File: src/rtl/mem_ctrl_pkg.sv
// Shared codes for the memory sequencer: access sizes, FSM states, requester ids.
// Imported by mem_ctrl and its round-robin arbiter.
package mem_ctrl_pkg;

  localparam int XLEN_WIDTH     = 32;
  localparam int BYTE_WIDTH     = 8;
  localparam int MEM_ADDR_WIDTH = 16;

  localparam logic [1:0] MEM_SIZE_B = 2'd0;
  localparam logic [1:0] MEM_SIZE_H = 2'd1;
  localparam logic [1:0] MEM_SIZE_W = 2'd2;

  // Bit positions of the two requesters inside the arbiter req/gnt vectors
  localparam int IF_BIT  = 0;
  localparam int LSU_BIT = 1;

  typedef enum logic [1:0] {
    ST_IDLE    = 2'd0,
    ST_RD_ADDR = 2'd1,
    ST_RD_DATA = 2'd2,
    ST_WR      = 2'd3
  } mem_state_t;

  typedef enum logic {
    REQ_IF  = 1'b0,
    REQ_LSU = 1'b1
  } req_owner_t;

  // Index of the final byte written for a store; size 3 is handled like a word
  function automatic logic [1:0] last_byte_idx(input logic [1:0] size);
    case (size)
      MEM_SIZE_B: last_byte_idx = 2'd0;
      MEM_SIZE_H: last_byte_idx = 2'd1;
      default:    last_byte_idx = 2'd3;
    endcase
  endfunction

endpackage

File: src/rtl/mem_ctrl_rr_arb2.sv
// Two-requester round-robin arbiter. The favoured requester flips to the other
// one after every grant, so continuous requesters strictly alternate.
module rr_arb2
  import mem_ctrl_pkg::*;
(
  input  logic       clk,
  input  logic       rst,
  input  logic [1:0] req,
  input  logic       advance,
  output logic [1:0] gnt
);

  logic prio_q;

  always_comb begin
    gnt = 2'b00;
    case (req)
      2'b11:   gnt = prio_q ? 2'b10 : 2'b01;
      default: gnt = req;
    endcase
  end

  // After reset the LSU is favoured; after a grant the loser becomes favoured
  always_ff @(posedge clk or negedge rst) begin
    if (!rst) begin
      prio_q <= 1'b1;
    end else if (advance) begin
      prio_q <= gnt[IF_BIT];
    end
  end

endmodule

File: src/rtl/mem_ctrl.sv
// Sequencer in front of the byte-array ram: arbitrates IF and LSU onto the ram
// read port and single byte write port, splitting half/word stores into bytes.
module mem_ctrl
  import mem_ctrl_pkg::*;
#(
  parameter int XLEN       = XLEN_WIDTH,
  parameter int ADDR_WIDTH = MEM_ADDR_WIDTH
) (
  input  logic            clk,
  input  logic            rst,
  input  logic            if_req_valid,
  output logic            if_req_ready,
  input  logic [XLEN-1:0] if_addr,
  output logic            if_rsp_valid,
  output logic [XLEN-1:0] if_rsp_data,
  input  logic            lsu_req_valid,
  output logic            lsu_req_ready,
  input  logic            lsu_we,
  input  logic [1:0]      lsu_size,
  input  logic [XLEN-1:0] lsu_addr,
  input  logic [XLEN-1:0] lsu_wdata,
  output logic            lsu_rsp_valid,
  output logic [XLEN-1:0] lsu_rsp_data,
  output logic [XLEN-1:0] ram_addr,
  input  logic [XLEN-1:0] ram_rdata,
  output logic            ram_we,
  output logic [XLEN-1:0] ram_waddr,
  output logic [XLEN-1:0] ram_wdata
);

  mem_state_t            state_q;
  mem_state_t            state_d;
  req_owner_t            owner_q;
  logic [ADDR_WIDTH-1:0] addr_q;
  logic [1:0]            last_q;
  logic [1:0]            cnt_q;
  logic [XLEN-1:0]       wdata_q;

  logic [1:0]            req;
  logic [1:0]            gnt;
  logic                  accept;
  logic                  grant_lsu;
  logic                  accept_store;
  logic [ADDR_WIDTH-1:0] accept_addr;
  logic [ADDR_WIDTH-1:0] wr_addr;
  logic [BYTE_WIDTH-1:0] wr_byte;
  logic                  wr_last;
  logic                  unused_addr_bits;

  assign req          = {lsu_req_valid, if_req_valid};
  assign accept       = (state_q == ST_IDLE) && (gnt != 2'b00);
  assign grant_lsu    = gnt[LSU_BIT];
  assign accept_store = grant_lsu && lsu_we;
  assign accept_addr  = grant_lsu ? lsu_addr[ADDR_WIDTH-1:0] : if_addr[ADDR_WIDTH-1:0];

  // Byte address wraps within the ram window; bytes leave LSB first
  assign wr_addr = addr_q + ADDR_WIDTH'(cnt_q);
  assign wr_byte = wdata_q[{cnt_q, 3'b000} +: BYTE_WIDTH];
  assign wr_last = (cnt_q == last_q);

  assign unused_addr_bits = ^{if_addr[XLEN-1:ADDR_WIDTH], lsu_addr[XLEN-1:ADDR_WIDTH]};

  rr_arb2 u_arb (
    .clk     (clk),
    .rst     (rst),
    .req     (req),
    .advance (accept),
    .gnt     (gnt)
  );

  always_ff @(posedge clk or negedge rst) begin
    if (!rst) begin
      state_q <= ST_IDLE;
    end else begin
      state_q <= state_d;
    end
  end

  always_comb begin
    state_d = state_q;
    case (state_q)
      ST_IDLE: begin
        if (accept) begin
          state_d = accept_store ? ST_WR : ST_RD_ADDR;
        end
      end
      ST_RD_ADDR: state_d = ST_RD_DATA;
      ST_RD_DATA: state_d = ST_IDLE;
      ST_WR: begin
        if (wr_last) begin
          state_d = ST_IDLE;
        end
      end
      default: state_d = ST_IDLE;
    endcase
  end

  // Ready only in IDLE and only to the arbiter winner; write port live only in WR
  always_comb begin
    if_req_ready  = 1'b0;
    lsu_req_ready = 1'b0;
    ram_we        = 1'b0;
    ram_waddr     = '0;
    ram_wdata     = '0;
    case (state_q)
      ST_IDLE: begin
        if_req_ready  = gnt[IF_BIT];
        lsu_req_ready = gnt[LSU_BIT];
      end
      ST_WR: begin
        ram_we    = 1'b1;
        ram_waddr = XLEN'(wr_addr);
        ram_wdata = XLEN'(wr_byte);
      end
      default: ;
    endcase
  end

  always_ff @(posedge clk or negedge rst) begin
    if (!rst) begin
      owner_q       <= REQ_IF;
      addr_q        <= '0;
      last_q        <= '0;
      cnt_q         <= '0;
      wdata_q       <= '0;
      ram_addr      <= '0;
      if_rsp_valid  <= 1'b0;
      if_rsp_data   <= '0;
      lsu_rsp_valid <= 1'b0;
      lsu_rsp_data  <= '0;
    end else begin
      if_rsp_valid  <= 1'b0;
      lsu_rsp_valid <= 1'b0;
      case (state_q)
        ST_IDLE: begin
          if (accept) begin
            owner_q <= grant_lsu ? REQ_LSU : REQ_IF;
            addr_q  <= accept_addr;
            last_q  <= last_byte_idx(lsu_size);
            wdata_q <= lsu_wdata;
            cnt_q   <= '0;
            if (!accept_store) begin
              ram_addr <= XLEN'(accept_addr);
            end
          end
        end
        ST_RD_DATA: begin
          if (owner_q == REQ_LSU) begin
            lsu_rsp_valid <= 1'b1;
            lsu_rsp_data  <= ram_rdata;
          end else begin
            if_rsp_valid <= 1'b1;
            if_rsp_data  <= ram_rdata;
          end
        end
        ST_WR: begin
          if (wr_last) begin
            lsu_rsp_valid <= 1'b1;
            lsu_rsp_data  <= '0;
          end else begin
            cnt_q <= cnt_q + 2'd1;
          end
        end
        default: ;
      endcase
    end
  end

endmodule
File: config.mk
export PLATFORM = sky130hd
export DESIGN_NAME = mem_ctrl
export DESIGN_NICKNAME = d
export VERILOG_FILES = /design/src/rtl/mem_ctrl_pkg.sv /design/src/rtl/mem_ctrl_rr_arb2.sv /design/src/rtl/mem_ctrl.sv
export SDC_FILE = /design/constraint.sdc
export NUM_CORES = 1
export LEC_CHECK = 0
export CAP_MARGIN = 20
export CORE_ASPECT_RATIO = 1.75
export CORE_UTILIZATION = 42
export DETAILED_ROUTE_END_ITERATION = 8
export PLACE_DENSITY = 0.82
export RECOVER_POWER = 50
export SYNTH_ARGS = -nofsm -noshare
export SYNTH_HDL_FRONTEND = slang
export SYNTH_SLANG_ARGS = --single-unit
File: constraint.sdc
create_clock -name clk -period 1.9 [get_ports clk]
set_clock_uncertainty 0.05 [all_clocks]
set_input_delay 0.19 -clock clk [delete_from_list [all_inputs] [get_ports clk]]
set_output_delay 0.19 -clock clk [all_outputs]
set_load 0.05 [all_outputs]
-- Yosys cells after proc, flatten, opt, wreduce, memory -nomap -nowiden
Index checks and enable logic that the tools add are counted.
- word-level logic and storage cells: 65
- bits in registers: 138
- input bits: 135
- output and inout bits: 165
- reductions and logical operators: 13
- mux-type cells: 25
- bitwise gates (word level): 2
- $add $sub $neg: 2
- shift-type cells: 1
- equality and inequality tests: 10
- operators by type and width (cell ; number):
    $mux 32 ; 2
    $pmux 32 s2 ; 1
    $mux 16 ; 2
    $shiftx 32x6->8 ; 1
    $add 16x2->16 ; 1
    $mux 2 ; 7
    $reduce_and 3->1 ; 3
    $mux 1 ; 8
    $mux 8 ; 1
    $ne 2x2->1 const B ; 4
    $pmux 2 s2 ; 2
    $pmux 2 s4 ; 1
    $eq 2x2->1 const B ; 3
    $reduce_and 2->1 ; 3
    $reduce_bool 2->1 ; 3
    $eq 2x1->1 const B ; 2
    $logic_not 2->1 ; 2
    $add 2x1->2 const B ; 1
    $eq 2x2->1 ; 1
    $logic_and 1x1->1 ; 2
    $not 1->1 ; 2
    $pmux 1 s2 ; 1

-- Logic depth before layout (Yosys ltp)
Gate-level depths: netlist (run 1).
- depth after elaboration: 6
- depth in mapped cells: 8
- mapped depth without buffers: 5

-- Hierarchy
A second synthesis (run 1) with hierarchy kept.
- cell total of the unflattened synthesis: 512
- area, all modules: 6394.9 um^2
- by module, submodules not included (module ; area an instance (um^2) ; times used ; sequential area each (um^2) ; cells an instance):
    mem_ctrl ; 6331.1 ; 1 ; 3428.3 ; 507
    rr_arb2 ; 63.8 ; 1 ; 26.3 ; 5

-- Worst setup path before layout (run 1)
No wires, ideal clock.
- kind: register to output
- start: register cnt_q[0]
- end: output ram_waddr[12]
- data required time: 1660 ps
- arrival: 2091 ps
- path slack: -431 ps
- cell stages (with the launch flop): 6
- cell sequence: dfrtp_1 > ha_1 > fa_1 > nand2_4 > or3_1 > a21oi_1
- longest elaborated chain between the ends: 2
- RTL lines (element ; line ; source):
    from (decl) ; mem_ctrl.sv:36 ; logic [1:0] cnt_q;
    from (signal assigned) ; mem_ctrl.sv:161 ; cnt_q <= cnt_q + 2'd1;
    $add 16x2->16 ; mem_ctrl.sv:57 ; assign wr_addr = addr_q + ADDR_WIDTH'(cnt_q);
    $mux 16 ; mem_ctrl.sv:105 ; case (state_q)
    to (decl) ; mem_ctrl.sv:27 ; output logic [XLEN-1:0] ram_waddr,
No other way between the ends.

-- Final worst setup path (run 1)
- start: register addr_q[1]
- end: output ram_waddr[13]
- longest elaborated chain between the ends: 2
- RTL lines (element ; line ; source):
    from (decl) ; mem_ctrl.sv:34 ; logic [ADDR_WIDTH-1:0] addr_q;
    from (signal assigned) ; mem_ctrl.sv:138 ; addr_q <= accept_addr;
    $add 16x2->16 ; mem_ctrl.sv:57 ;
    $mux 16 ; mem_ctrl.sv:105 ;
No other way between the ends.

==> impl_table.tex, run 1 <==
\begin{tabular}{lr}
\hline
Metric & Value \\
\hline
\multicolumn{2}{l}{\textbf{Layout}} \\
Fraction of final layout cells sized beyond drive strength 1 & 30.9\% \\
Number of diodes & 0 \\
Area delta synth->final & 55.7\% \\
Number of standard cells in the layout, taps in and fillers out & 960 \\
Final net count & 902 \\
Final core area utilization & 66.9\% \\
Fillers & 1011 \\
\multicolumn{2}{l}{\textbf{Timing}} \\
Final critical-path required period & 2.41 ns \\
Worst slew margin relative to its limit & 34.4\% \\
Final period util & 127\% \\
F\_max & 415 MHz \\
Setup repair after global routing missed its margin & yes \\
Final Worst Setup Slack & -0.508 ns \\
Hold Fails Final Rpt & 0 \\
Final count of pins violating max slew & 0 \\
Count of final setup violators & 102 \\
Slew of the pin with the lowest slew margin & 0.984 ns \\
\multicolumn{2}{l}{\textbf{Synth}} \\
Post-Synth Adder-Cell Area & less than 1\% \\
Flip-flop and latch count after synthesis & 138 \\
Prevailing post-synth register cell & sky130\_fd\_sc\_hd\_\_dfrtp\_1 \\
Gate Count Post-Synth & roughly 500 \\
Synth warnings & 0 \\
Mux contribution to synthesized area & between 15 and 20\% \\
Xor and xnor fraction of the mapped netlist area & 1.79\% \\
Synth Area in Simple Gates & roughly 7.4\% \\
Cell area after synthesis & 6370 um\^{}2 \\
Portion of synthesized cell area occupied by the leading cell type & between 50 and 60\% \\
Dominant combinational cell family by area after synthesis & multiplexers \\
Number of enable flip-flop cells after synthesis & 0 \\
Area leader, netlist & sky130\_fd\_sc\_hd\_\_dfrtp\_1 \\
Area fraction in compound gates after synthesis & 8.91\% \\
Unique masters post-synth & 48 \\
Post-synthesis sequential area ratio & a little over half \\
Synth async-reset ratio & 100\% \\
Post-Synthesis Mean Instance Area & approximately 12 um\^{}2 \\
Top cells by area, synth & sky130\_fd\_sc\_hd\_\_dfrtp\_1, sky130\_fd\_sc\_hd\_\_mux2\_2, sky130\_fd\_sc\_hd\_\_buf\_4 \\
\multicolumn{2}{l}{\textbf{Clock network}} \\
Buffer depth of the longest clock path & 2 \\
Number of buffers inserted during clock tree synthesis & 17 \\
Insertion delay of the later-clocked pin in the worst-skew pair & 0.41 ns \\
Sinks on the clock net & 138 \\
Clock tree root driver cell & sky130\_fd\_sc\_hd\_\_clkbuf\_16 \\
CTS clk-pin slew, worst paths & approximately 0.070 ns \\
Number of levels in the clock H-tree & 4 \\
Clock tree from TritonCTS & built \\
\multicolumn{2}{l}{\textbf{Outcome}} \\
Result of the run & finished with violations \\
Failing checks & negative setup slack \\
\multicolumn{2}{l}{\textbf{GRT}} \\
Most Crowded Layer GR & met2 \\
Overflow left after global routing & 0 \\
Global-route total usage across every layer & a little under a quarter \\
First-pass GRT wire length & approximately 27000 um \\
Met1 track demand over resource in global routing & 22.3\% \\
GR Layer Usage met2 & about 44\% \\
Initial antenna violation count & 0 \\
Largest net degree at the start of global routing & 75 \\
Met3 usage in global routing & 5.16\% \\
Via count of the first global-routing pass & 5195 \\
\multicolumn{2}{l}{\textbf{Setup path}} \\
Startpoint type of the worst setup path & flop \\
Crit path max fanout & 2 \\
Origin of the critical flop-to-flop path & state\_q[1] \\
Worst setup path startpoint & addr\_q[1] \\
Register-to-register path setup slack & -0.17 ns \\
CP Data Required Time & 1.66 ns \\
Worst flop-to-flop path endpoint & addr\_q[11] \\
Worst-case reg-to-reg path depth & 7 \\
CP Class & flop to output port \\
Arr. time, crit path & roughly 2.2 ns \\
Critical path endpoint & ram\_waddr[13] \\
Kind of end point of the critical path & output port \\
\multicolumn{2}{l}{\textbf{Drt}} \\
Post-detailed-route via-to-cell ratio & 5.18 \\
Number of DRC violations after detailed-routing iteration 0 & between 150 and 200 \\
Total via count in the routed design & 4977 \\
Wire per inst & 18.9 um \\
Iteration count of the initial detailed-routing pass & 4 \\
Count of antenna-violating nets left after detailed routing & 0 \\
Total wirelength of the detailed-routed design & roughly 18000 um \\
Number of design rule violations left after detail routing & 0 \\
\multicolumn{2}{l}{\textbf{Floorplanning}} \\
Count of standard-cell rows & 59 \\
Io pins & 300 \\
Die Footprint & around 16000 um\^{}2 \\
Core region area & 14800 um\^{}2 \\
Initial standard-cell utilization of the core & 43.0\% \\
Horizontal die dimension & 95.1 um \\
Die boundary height & 165 um \\
\multicolumn{2}{l}{\textbf{Placement}} \\
Worst slack at placement & -0.0861 ns \\
Half-perimeter wire length after placement & roughly 13000 um \\
Count of placed standard cells including taps & 912 \\
Port Buffers & roughly 210 \\
RePlAce Congestion & 0.824 \\
\multicolumn{2}{l}{\textbf{Flow run}} \\
Max-cap violations & 0 \\
\multicolumn{2}{l}{\textbf{Pwr}} \\
Static Leakage & 4.32 nW \\
Worst supply voltage drop on vdd & 1390 uV \\
Pwr Density & 2070 nW/um\^{}2 \\
\multicolumn{2}{l}{\textbf{Min path}} \\
Hold WC Path Type & primary input to flop \\
Number of cells on the worst hold path & 3 \\
\hline
\end{tabular}
[per-stage QoR]
stage	setup TNS (ns)	cell area, um^2	power [mW]	hold WS [ns]
after floorplan	-0.783	6660	12.5	-0.156
after global placement	-0.205	9030	16.2	0.147
after detailed placement	-0.600	9030	16.6	0.158
after CTS	-7.84	9940	20.6	0.293
after global routing	-23.67	9920	21.4	0.320
final	-15.32	9920	20.5	0.323
[flip-flops by register name, indices dropped and copies added (netlist names)]
| name | cells |
|---|---|
| lsu_rsp_valid | 1 |
| ram_addr | 16 |
| u_arb.prio_q | 1 |
| if_rsp_data | 32 |
| owner_q | 1 |
| wdata_q | 32 |
| if_rsp_valid | 1 |
| state_q | 2 |
| addr_q | 16 |
| last_q | 2 |
| lsu_rsp_data | 32 |
| cnt_q | 2 |
[worst min-delay path by stage]
stage,start,end,slack [ns]
floorplan,rst,addr_q[0],-0.16
global placement,rst,ram_addr[0],0.15
detailed placement,rst,ram_addr[0],0.16
CTS,rst,ram_addr[0],0.29
global route,lsu_wdata[3],wdata_q[3],0.32
finish,lsu_size[0],last_q[0],0.32
[what timing repair did]
action	in CTS	in global routing
endpoints found under the setup margin	26	61
buffers inserted	11	6
pin swaps	25	20
gates cloned	1	0
hold buffers	1	0
hold endpoints to repair	137	0
gates resized for setup	44	20
[metal layers]
metal  routed length, um  vias up
met3                 972       61
li1                    -     2191
met4                1040        0
met5                   0        -
met1                5670     2471
met2               10500      254
[worst max-delay path, stage by stage, from the launching register on]
cell and delay, ns:
sky130_fd_sc_hd__dfrtp_1 0.40, sky130_fd_sc_hd__ha_1 0.29, sky130_fd_sc_hd__a21o_1 0.18, sky130_fd_sc_hd__nand3_1 0.13, sky130_fd_sc_hd__or4_4 0.51, sky130_fd_sc_hd__nand2_2 0.10, sky130_fd_sc_hd__buf_12 0.14
[logic make-up after synthesis]
family / Yosys count
other cells: 1
mux: 91
simple gates: 92
xor+xnor: 13
fa+ha+maj: 3
compound gates: 82
buf+inv: 90
flops: 138
[final cells by class]
class	instances	area [um^2]	share of cell area [%]
clock buffers	19	453	4.56
clock inverters	13	156	1.58
inverters	4	15.0	0.151
multi-input cells	337	2780	28.0
flip-flops and latches	138	3460	34.8
well taps	183	229	2.31
repair buffers	266	2830	28.6
[synth_stat cells (2+ instances only)]
cell / n
sky130_fd_sc_hd__a21oi_1: 20
sky130_fd_sc_hd__ha_1: 2
sky130_fd_sc_hd__clkbuf_1: 7
sky130_fd_sc_hd__nand3_1: 6
sky130_fd_sc_hd__o21ai_0: 16
sky130_fd_sc_hd__inv_1: 4
sky130_fd_sc_hd__a21o_1: 4
sky130_fd_sc_hd__nand4_1: 4
sky130_fd_sc_hd__and4_1: 2
sky130_fd_sc_hd__and2_1: 9
sky130_fd_sc_hd__a22o_1: 32
sky130_fd_sc_hd__nor2_1: 30
sky130_fd_sc_hd__o21ai_1: 3
sky130_fd_sc_hd__nand2_1: 25
sky130_fd_sc_hd__mux4_2: 8
sky130_fd_sc_hd__buf_2: 7
sky130_fd_sc_hd__mux2_2: 64
sky130_fd_sc_hd__buf_6: 3
sky130_fd_sc_hd__xnor2_1: 3
sky130_fd_sc_hd__dfrtp_1: 137
sky130_fd_sc_hd__xor2_1: 10
sky130_fd_sc_hd__and3_1: 3
sky130_fd_sc_hd__mux2i_1: 18
sky130_fd_sc_hd__buf_4: 68
sky130_fd_sc_hd__nand2b_1: 2
[layout by cell type (no fill, tap or decap), types with 3 or more instances in the layout]
cell type | synthesis | routed
sky130_fd_sc_hd__a21o_1 | 4 | 4
sky130_fd_sc_hd__a21oi_1 | 20 | 18
sky130_fd_sc_hd__a21oi_4 | 1 | 3
sky130_fd_sc_hd__a22o_1 | 32 | 32
sky130_fd_sc_hd__and2_4 | 0 | 9
sky130_fd_sc_hd__buf_12 | 0 | 29
sky130_fd_sc_hd__buf_4 | 68 | 37
sky130_fd_sc_hd__buf_6 | 3 | 9
sky130_fd_sc_hd__clkbuf_1 | 7 | 6
sky130_fd_sc_hd__clkbuf_16 | 0 | 17
sky130_fd_sc_hd__clkbuf_4 | 0 | 3
sky130_fd_sc_hd__clkdlybuf4s50_1 | 0 | 178
sky130_fd_sc_hd__clkinv_4 | 0 | 3
sky130_fd_sc_hd__conb_1 | 1 | 56
sky130_fd_sc_hd__dfrtp_1 | 137 | 135
sky130_fd_sc_hd__inv_1 | 4 | 3
sky130_fd_sc_hd__inv_6 | 0 | 5
sky130_fd_sc_hd__mux2_2 | 64 | 64
sky130_fd_sc_hd__mux2i_1 | 18 | 17
sky130_fd_sc_hd__mux4_2 | 8 | 8
sky130_fd_sc_hd__nand2_1 | 25 | 23
sky130_fd_sc_hd__nand3_2 | 1 | 4
sky130_fd_sc_hd__nand4_1 | 4 | 4
sky130_fd_sc_hd__nor2_1 | 30 | 19
sky130_fd_sc_hd__nor2_2 | 0 | 6
sky130_fd_sc_hd__nor2_4 | 1 | 6
sky130_fd_sc_hd__o21ai_0 | 16 | 16
sky130_fd_sc_hd__xor2_1 | 10 | 4
sky130_fd_sc_hd__xor2_2 | 0 | 5
[report_power, final]
| part | switching, mW | leakage [nW] | total, mW | internal [mW] |
|---|---|---|---|---|
| sequential | 0.882 | 1.65 | 5.28 | 4.40 |
| combinational | 6.95 | 2.37 | 11.8 | 4.86 |
| clock | 1.36 | 0.293 | 3.40 | 2.04 |
(Power assumes the default switching activity.)
==> inputs of run 2 (changes only) <==
- PLACE_DENSITY: 0.82 -> 0.79
==> run 2 against run 1 <==
The flow still finishes with violations (negative setup slack). Hold slack improved by 0.011 ns. Non-clock buffer count fell by 6. Critical path depth rose by 1. Final area rose by 0.29%. Setup slack improved by 0.11 ns. Combinational power barely moved. Maximum frequency rose by 4.7%. Sequential cell count did not move.
==> impl_table.tex, run 2 (synthesis results as in run 1) <==
\begin{tabular}{lr}
\hline
Metric & Value \\
\hline
\multicolumn{2}{l}{\textbf{Timing}} \\
Final critical-path required period & 2.30 ns \\
Slew of the pin with the lowest slew margin & 1.17 ns \\
Worst slew margin relative to its limit & 22.2\% \\
Final count of pins violating max slew & 0 \\
Setup\_tns & -13.98 ns \\
Hold Fails Final Rpt & 0 \\
Final period util & 121\% \\
F\_max & 435 MHz \\
Count of final setup violators & 112 \\
Setup repair after global routing missed its margin & yes \\
Final Worst Setup Slack & -0.401 ns \\
\multicolumn{2}{l}{\textbf{Drt}} \\
Iteration count of the initial detailed-routing pass & 4 \\
Total via count in the routed design & 4836 \\
Post-detailed-route via-to-cell ratio & 5.07 \\
Number of design rule violations left after detail routing & 0 \\
Number of DRC violations after detailed-routing iteration 0 & 192 \\
Wire per inst & $\sim$18 um \\
Count of antenna-violating nets left after detailed routing & 0 \\
Total wirelength of the detailed-routed design & approximately 17000 um \\
\multicolumn{2}{l}{\textbf{Setup path}} \\
Cell repeated most along the worst path & sky130\_fd\_sc\_hd\_\_buf\_6 \\
Cell class contributing the biggest share of worst-path delay & adder cells \\
Startpoint type of the worst setup path & flop \\
Cells along the critical path & buf\_6, fa\_2, buf\_6, nand3\_4, xor2\_4, nor2\_4, buf\_12 \\
CP Class & flop to output port \\
Worst path max stage delay & 0.47 ns \\
Buf+Inv Stages, Crit Path & 3 \\
Crit path max fanout & 6 \\
Critical-path top delay cell & sky130\_fd\_sc\_hd\_\_fa\_2 \\
CP Data Required Time & roughly 1.7 ns \\
Kind of end point of the critical path & output port \\
Arr. time, crit path & around 2.1 ns \\
\multicolumn{2}{l}{\textbf{Pwr}} \\
Part of the power in the clock network & 16.9\% \\
Switch share & 44.3\% \\
Register share of total power & 26.1\% \\
Static Leakage & 4.31 nW \\
Pwr Density & about 2000 nW/um\^{}2 \\
Total internal power & 11.4 mW \\
Reported net switching power & 9.08 mW \\
Logic gate share of total power & 57.0\% \\
Worst supply voltage drop on vdd & 1460 uV \\
Sum of internal, switching and leakage power & 20.5 mW \\
\multicolumn{2}{l}{\textbf{Layout}} \\
Leading cell type in the layout, fill and taps excluded & sky130\_fd\_sc\_hd\_\_clkdlybuf4s50\_1 \\
Final core area utilization & 67.1\% \\
Final net count & 896 \\
Number of standard cells in the layout, taps in and fillers out & 954 \\
Number of diodes & 0 \\
Fraction of final layout cells sized beyond drive strength 1 & 30.2\% \\
Most frequent cells in the layout & sky130\_fd\_sc\_hd\_\_clkdlybuf4s50\_1, sky130\_fd\_sc\_hd\_\_dfrtp\_1, sky130\_fd\_sc\_hd\_\_mux2\_2 \\
Area delta synth->final & 56.1\% \\
Largest registers ranked by flip-flop count & if\_rsp\_data (32), lsu\_rsp\_data (32), wdata\_q (32) \\
\multicolumn{2}{l}{\textbf{Clock network}} \\
Sinks on the clock net & 138 \\
CTS clk-pin slew, worst paths & $\sim$0.060 ns \\
Insertion delay of the later-clocked pin in the worst-skew pair & 0.41 ns \\
Number of levels in the clock H-tree & 4 \\
Clock tree root driver cell & sky130\_fd\_sc\_hd\_\_clkbuf\_16 \\
Number of buffers inserted during clock tree synthesis & 17 \\
Clock tree from TritonCTS & built \\
Buffer depth of the longest clock path & 2 \\
\multicolumn{2}{l}{\textbf{Floorplanning}} \\
Initial standard-cell utilization of the core & 43.0\% \\
Die Footprint & 15700 um\^{}2 \\
Die boundary height & 165 um \\
Horizontal die dimension & $\sim$95 um \\
Count of standard-cell rows & between 50 and 60 \\
Core region area & 14800 um\^{}2 \\
Io pins & 300 \\
\multicolumn{2}{l}{\textbf{GRT}} \\
Via count of the first global-routing pass & 5019 \\
Overflow left after global routing & 0 \\
Global-route total usage across every layer & approximately 22\% \\
First-pass GRT wire length & 25700 um \\
Largest net degree at the start of global routing & 48 \\
Initial antenna violation count & 0 \\
\multicolumn{2}{l}{\textbf{Outcome}} \\
Result of the run & finished with violations \\
Failing checks & negative setup slack \\
\multicolumn{2}{l}{\textbf{Placement}} \\
Worst slack at placement & -0.256 ns \\
Half-perimeter wire length after placement & between 10000 and 15000 um \\
Port Buffers & $\sim$210 \\
Count of placed standard cells including taps & 910 \\
RePlAce Congestion & around 0.82 \\
\multicolumn{2}{l}{\textbf{Flow run}} \\
Max-cap violations & 0 \\
\multicolumn{2}{l}{\textbf{Min path}} \\
Hold WC Path Type & primary input to flop \\
\hline
\end{tabular}
run 2: changes by cell type in the layout (fill, tap and decap cells not counted), sizes merged:
cell	previous run	this run
clkinv	3	5
buf	77	70
inv	10	6
clkdlybuf4s50	178	182
bufinv	2	3
clkbuf	29	26
bufbuf	0	1
run 2: worst paths after layout:
path,start,end,slack [ns],cells past startpoint
setup / recovery,addr_q[1],ram_waddr[4],-0.40,7
hold / removal,lsu_size[0],last_q[0],0.33,3
setup reg to reg,state_q[1],if_rsp_data[16],-0.17,4
hold reg to reg,ram_addr[4],ram_addr[4],0.43,2
max in group asynchronous,rst,wdata_q[24],0.21,3
min in group asynchronous,rst,if_rsp_data[11],0.50,2
run 2: tightest hold or removal path, delay by kind of cell:
family / cells / cell delay, ns
AO/OA/AOI/OAI: 1 / 0.07
AND/OR/NAND/NOR: 1 / 0.09
buffers and inverters: 1 / 0.39
run 2: metrics by stage:
step	instance area (um^2)	hold slack [ns]
5_1_grt	9950	0.336
4_1_cts	9820	0.232
6_report	9950	0.333
2_1_floorplan	6660	-0.156
3_3_place_gp	8990	0.0938
3_5_place_dp	8990	0.107
run 2: layout make-up:
cell class / count / area, um^2
Fill cell: 1071 / 4890
Clock buffer: 20 / 457
Multi-Input combinational cell: 337 / 2830
Inverter: 4 / 15.0
Timing Repair Buffer: 260 / 2800
Clock inverter: 12 / 163
Sequential cell: 138 / 3460
Tap cell: 183 / 229
run 2: what timing repair did:
| action | in CTS | in global routing |
|---|---|---|
| endpoints found under the setup margin | 35 | 37 |
| cloned | 1 | 0 |
| hold endpoints to repair | 43 | 0 |
| hold buffers | 1 | 0 |
| resized for setup | 27 | 29 |
| pin swaps | 13 | 19 |
| setup buffers | 5 | 5 |
run 2: power by group through the flow:
stage	clock network (mW)	registers [mW]	logic (mW)
3_3_place_gp	0	5.21	10.9
6_report	3.46	5.34	11.7
4_1_cts	3.51	5.31	11.5
2_1_floorplan	0	8.02	4.49
3_5_place_dp	0	5.30	11.1
5_1_grt	3.64	5.51	12.2
run 2: metal layers:
metal  routed length [um]  GRT usage (%)  share of wire, %  vias up
li1                     -              -                 -     2164
met1                 5930           22.4                34     2400
met2                 9740           40.6                56      227
met3                  911           4.88               5.3       45
met4                  764           12.5               4.4        0
met5                    0              0                 0        -
==> inputs of run 3 (changes only) <==
- CAP_MARGIN: 20 -> default
==> results of run 3 <==
Final layout, timing and power as in run 2 (identical DEF).
